===== config.mk =====
export PLATFORM = sky130hd
export DESIGN_NAME = serial_addsub
export DESIGN_NICKNAME = d
export VERILOG_FILES = /design/src/rtl/serial_addsub.sv
export SDC_FILE = /design/constraint.sdc
export NUM_CORES = 1
export LEC_CHECK = 0
export CAP_MARGIN = 20
export CORE_ASPECT_RATIO = 1.1
export CORE_MARGIN = 4
export CORE_UTILIZATION = 45
export DETAILED_ROUTE_END_ITERATION = 8
export PLACE_DENSITY = 0.83
export SYNTH_ARGS = -nofsm -noshare
export SYNTH_HDL_FRONTEND = slang
export SYNTH_SLANG_ARGS = --single-unit

===== constraint.sdc =====
create_clock -name clk -period 1.4 [get_ports clk]
set_input_delay 0.28 -clock clk [delete_from_list [all_inputs] [get_ports clk]]
set_output_delay 0.28 -clock clk [all_outputs]
set_load 0.01 [all_outputs]

===== src/rtl/serial_addsub.sv =====
// Digit-serial adder/subtractor: W bits per clock, LSB digit first, D = N/W cycles per operation.
// Define SERIAL_ADDSUB_OVF_EN to build the signed-overflow flag; otherwise ovf is tied to 0.
module serial_addsub #(
  parameter int N = 8,
  parameter int W = 2
) (
  input  logic         clk,
  input  logic         rst_n,
  input  logic         start,
  input  logic         sub,
  input  logic [N-1:0] x,
  input  logic [N-1:0] y,
  input  logic         Cin,
  output logic         busy,
  output logic         done,
  output logic [N-1:0] s,
  output logic         Cout,
  output logic         ovf
);

  localparam int D  = N / W;
  localparam int CW = (D > 1) ? $clog2(D) : 1;
  localparam logic [CW-1:0] LAST = CW'(D - 1);

  typedef enum logic [1:0] {IDLE, RUN, DONE} state_t;

  state_t        state_q, state_d;
  logic [N-1:0]  a_q, b_q;
  logic [N-1:0]  s_q;
  logic          carry_q;
  logic          cout_q;
  logic [CW-1:0] cnt_q;
  logic          accept;
  logic          last;
  logic [W:0]    dsum;

  assign accept = start && (state_q != RUN);
  assign last   = (cnt_q == LAST);
  // Current digit sits in the low W bits; operands shift right after each digit.
  assign dsum   = {1'b0, a_q[W-1:0]} + {1'b0, b_q[W-1:0]} + {{W{1'b0}}, carry_q};

  always_ff @(posedge clk or negedge rst_n) begin
    if (!rst_n) state_q <= IDLE;
    else        state_q <= state_d;
  end

  // NOTE: assigning the default before the case keeps every path driven, so no latch is inferred.
  always_comb begin
    state_d = state_q;
    case (state_q)
      IDLE:    if (start) state_d = RUN;
      RUN:     if (last)  state_d = DONE;
      DONE:    state_d = start ? RUN : IDLE;
      default: state_d = IDLE;
    endcase
  end

  // NOTE: non-blocking assignments so every register samples pre-edge values, matching the hardware.
  always_ff @(posedge clk or negedge rst_n) begin
    if (!rst_n) begin
      a_q     <= '0;
      b_q     <= '0;
      s_q     <= '0;
      carry_q <= 1'b0;
      cout_q  <= 1'b0;
      cnt_q   <= '0;
    end else if (accept) begin
      // Subtraction is x + ~y + 1, so the inversion and the +1 are folded in at capture.
      a_q     <= x;
      b_q     <= sub ? ~y : y;
      carry_q <= sub ? 1'b1 : Cin;
      cnt_q   <= '0;
    end else if (state_q == RUN) begin
      a_q     <= a_q >> W;
      b_q     <= b_q >> W;
      s_q     <= (s_q >> W) | (N'(dsum[W-1:0]) << (N - W));
      carry_q <= dsum[W];
      cnt_q   <= cnt_q + 1'b1;
      if (last) cout_q <= dsum[W];
    end
  end

`ifdef SERIAL_ADDSUB_OVF_EN
  logic ovf_q;

  // Carry into the MSB is recovered from the MSB sum bit and its two operand bits.
  always_ff @(posedge clk or negedge rst_n) begin
    if (!rst_n)
      ovf_q <= 1'b0;
    else if (!accept && state_q == RUN && last)
      ovf_q <= dsum[W] ^ (a_q[W-1] ^ b_q[W-1] ^ dsum[W-1]);
  end

  assign ovf = ovf_q;
`else
  assign ovf = 1'b0;
`endif

  assign busy = (state_q == RUN);
  assign done = (state_q == DONE);
  assign s    = s_q;
  assign Cout = cout_q;

endmodule

; After elaboration in Yosys (flattened, before gate mapping)
; Cells that the tools add are included.
[word_totals]
reg_bits = 30
inputBits = 21
output_inout_bits = 12
elab_cells = 39
[op_classes]
addsub = 3
eq_ne = 6
mux = 14
n_bitwise = 3
reduce_logical = 6
[ops]
columns = cell, n
row1 = two-way mux 8 bit, 5
row2 = two-way mux 2 bit, 4
row3 = NOT 8 bit, 1
row4 = OR 6 x 8 -> 8 bit, 1
row5 = one-hot mux 2 bit (3 select lines), 1
row6 = "equality test 2 bit, second input constant", 2
row7 = two-way mux 1 bit, 4
row8 = "inequality test 2 x 1 -> 1 bit, second input constant", 2
row9 = AND reduction 2 bit, 2
row10 = adder 2 x 2 -> 3 bit, 1
row11 = adder 3 x 1 -> 3 bit, 1
row12 = AND reduction 3 bit, 1
row13 = "adder 2 x 1 -> 2 bit, second input constant", 1
row14 = "equality test 2 x 1 -> 1 bit, second input constant", 1
row15 = logical NOT 2 bit, 1
row16 = "inequality test 2 bit, second input constant", 1
row17 = nonzero test 2 bit, 1
row18 = logical AND 1 bit, 1
row19 = NOT 1 bit, 1

; Logic depth before layout (Yosys ltp)
; Gate-level depths: netlist of the first run.
[depth]
ltp_word = 4
mapped_depth = 6
ltp_nobuf = 4

; Worst setup path after synthesis of the first run
; No wires, ideal clock.
[synth_path]
path_kind = register -> register
startpoint = register a_q[0]
endpoint = register s_q[7], in the netlist s[7]
setup_ps = 126
arrival_time_ps = 1334
t_required_ps = 1274
setup_slack_ps = -60
path_stages_with_launch = 5
path_buffers = 0
synth_period_minus_slack_ps = 1460
cell_sequence = dfrtp_1 inv_1 fa_1 fa_1 o21ai_0
[synth_via]
elab_chain_cells = 3
[synth_lines]
columns = item, line_no
row1 = "start, declared", 28  ; logic [N-1:0] a_q, b_q;
row2 = "start signal, assigned", 74  ; a_q <= a_q >> W;
row3 = adder 2 x 2 -> 3 bit, 40  ; assign dsum = {1'b0, a_q[W-1:0]} + {1'b0, b_q[W-1:0]} + {{W{1'b0}}, carry_q};
row4 = adder 3 x 1 -> 3 bit, 40
row5 = OR 6 x 8 -> 8 bit, 76  ; s_q <= (s_q >> W) | (N'(dsum[W-1:0]) << (N - W));
row6 = "end signal, assigned", 76
row7 = "end, declared", 29  ; logic [N-1:0] s_q;
; No other way between the ends.
; A chain may end at the register's enable or synchronous reset.

; Final worst setup path of the first run
[layout_path]
startpoint = register carry_q
endpoint = register s_q[7], in the netlist s[7]
[layout_via]
elab_chain_cells = 2
[layout_lines]
columns = item, line_no
row1 = "start, declared", 30  ; logic carry_q;
row2 = "start signal, assigned", 71  ; carry_q <= sub ? 1'b1 : Cin;
row3 = "start signal, assigned", 77  ; carry_q <= dsum[W];
row4 = adder 3 x 1 -> 3 bit, 40
row5 = OR 6 x 8 -> 8 bit, 76
; No other way between the ends.

==> results of run 1 <==
-- cell families after synthesis --
logic type | count (synthesis) | synth area share [%]
other cells | 1 | 0.250
simple gates | 42 | 11.5
mux | 15 | 10.0
flops | 30 | 50.0
compound gates | 23 | 11.1
xor+xnor | 8 | 4.67
buf+inv | 17 | 9.00
fa+ha+maj | 3 | 3.50
-- cell usage in the layout (no fill, tap or decap), drive strengths merged --
cell type / instances
a21oi: 2
buf: 13
clkbuf: 7
clkdlybuf4s50: 20
clkinv: 1
conb: 1
dfrtp: 30
dlygate4sd2: 9
fa: 2
ha: 1
inv: 8
mux2i: 15
nand2: 36
nand2b: 1
nand3b: 1
nor2: 2
nor2b: 1
nor3: 1
o21ai: 19
o22ai: 2
xnor2: 2
xor2: 6
-- worst max-delay path, cell delays in order (launching register included) --
cell and delay (ps):
dfrtp_1 370, inv_2 50, fa_2 380, fa_2 520
o21ai_1 60
-- sequential cells by signal, indices dropped and copies added, names as in the netlist --
name     flops
a_q          8
b_q          8
s            8
cnt_q        2
state_q      2
Cout         1
carry_q      1
-- worst paths after layout --
path                       cells after the start         end     from
setup reg to reg                               4        s[7]  carry_q
hold reg to reg                                2      b_q[4]   b_q[6]
min in group clk                               2      b_q[4]   b_q[6]
setup / recovery                               4        s[7]  carry_q
max in group asynchronous                      2  state_q[0]    rst_n
hold / removal                                 2      a_q[6]    rst_n
-- through the flow --
| stage | cells | hold WS [ps] | utilization (%) | TNS (ps) |
|---|---|---|---|---|
| final | 214 | 336 | 62.3 | -116 |
| after global routing | 214 | 335 | 62.3 | -243 |
| after CTS | 214 | 336 | 61.8 | -166 |
| after detailed placement | 206 | 468 | 59.5 | -596 |
| after global placement | 206 | 459 | 59.5 | -323 |
| after floorplan | 139 | -15.6 | - | -4.71 |
-- power breakdown --
group	switching (W)	internal (W)
logic	0.000952	0.000787
registers	0.000239	0.00125
clock network	0.000286	0.000243
total	0.00148	0.00228
-- area by class of cell --
cell class / instances / share of cell area, %
inverters: 8 / 2.19
clock buffers: 7 / 2.83
repair buffers: 42 / 20.8
multi-input cells: 92 / 33.2
well taps: 34 / 2.19
flip-flops and latches: 30 / 38.6
clock inverters: 1 / 0.257
-- repair_timing --
item                                    4_1_cts  5_1_grt
gates resized for setup                      24        6
hold buffers                                  0        0
pin swaps                                     0        1
endpoints found under the setup margin       23        6
-- metal layers --
layer / vias up / global-route usage [%] / share of wire, %
li1: 532 / - / -
met1: 496 / 16.9 / 43
met2: 35 / 27.3 / 49
met3: 10 / 5.51 / 5.7
met4: 0 / 9.09 / 3.1
met5: - / 0 / 0
==> results.ini, run 1 <==
[setup_path]
cp-start-kind = register
crit_type = register to register
crit_required_ps = 1620
cp_max_fo = 2
r2r_setup_slack_ps = -80
arrival_ps = 1700
end_kind = register

[detailed_routing]
ant_nets = 0
totalWireLength_mm = 2.83
viasPerCell = 5.01
drtPass1Iterations = 4
drc = 0
via_count = 1073
wl_per_cell_um = 13.2
drt-initial-drc-count = 40

[synthesis]
ys_warn_count = 0
syn_area_sq_um = 1500
syn-num-nets = 163
synth_top_area_share_pct = 50.0
yosys.area.top_type = dfrtp_1
async_flop_share_pct = 100
yosys.cell_count.top_type = nand2_1
synth.distinct_cells = 25
synth_top_flop_cell = dfrtp_1
synth_cells = 139
synth_edf_count = 0
seq_area_frac_synth_pct = 50.0
ys_top_cells_by_count = nand2_1 (34), dfrtp_1 (30), mux2i_1 (15)
syn_avg_cell_area_sq_um = 10.8
ys_seq_elements = 30
synthTopCellsByArea = dfrtp_1 (50%), mux2i_1 (10%), nand2_1 (8.5%)

[cts]
numCtsBuffers = 5
clk_pin_slew_worst_paths_ps = 90
cts_max_level = 2
clock-root-buffer = clkbuf_4
clock_sinks = 30
clockBufferDepth = 2
cts_tree = yes
clk_latency_ps = 330
post_cts_buffers = 0

[global_routing]
antenna_found_initial = 0
grt_max_degree = 35
grt_pass1_vias = 1131
gr-usage-all-layers_pct = 15.7
grt_pass1_wl_mm = 5.03
overflow = 0

[die]
fp-row-count = 21
core_sq_um = 3130
ios = 33
die_x_um = 63.1
fp.dieH_um = 68.6
dieArea_sq_um = 4330
initial_core_util_pct = 48.0

[sta]
min_period_ps = 1480
layout_setup_ws_ps = -80.9
rsz0062_at_grt = true
min_period_over_period_pct = 106
max_freq_ghz = 0.675
setup_viol = 2
clock_skew_ps = 7.75
hold_viol = 0
slew_viol_final = 0

[final_layout]
final_area_sq_um = 1950
antennaDiodeCount = 0
multi_input_area_sq_um = 646
fillCellCount = 256
areaGrowthSynthToFinish_pct = 29.7
drive_gt1_share_pct = 24.4
layout.area.seq_sq_um = 752
layout.nets = 203

[place]
postPlaceCellArea_sq_um = 1860
dp_hpwl_mm = 2.08
io_buffer_count = 31
place_ws_ps = -141
gp_congestion = 0.746

[outcome]
status = complete, but fails checks
violations = negative setup slack

[power_and_ir_drop]
pwr_density_cell_nw_per_um2 = 1930
fin_total_pwr_w = 0.00375
leakage_nw = 0.951
irDropWorstVdd_uv = 788

[job]
drv_cap = 0

[min_path]
hp-class = input port to async pin

(Power assumes the default switching activity.)
==> inputs of run 2 (changes only) <==
Settings changed: ABC_CLOCK_PERIOD_IN_PS set to 1400.
==> results of run 2 <==
Final layout, timing and power as in run 1 (identical DEF).
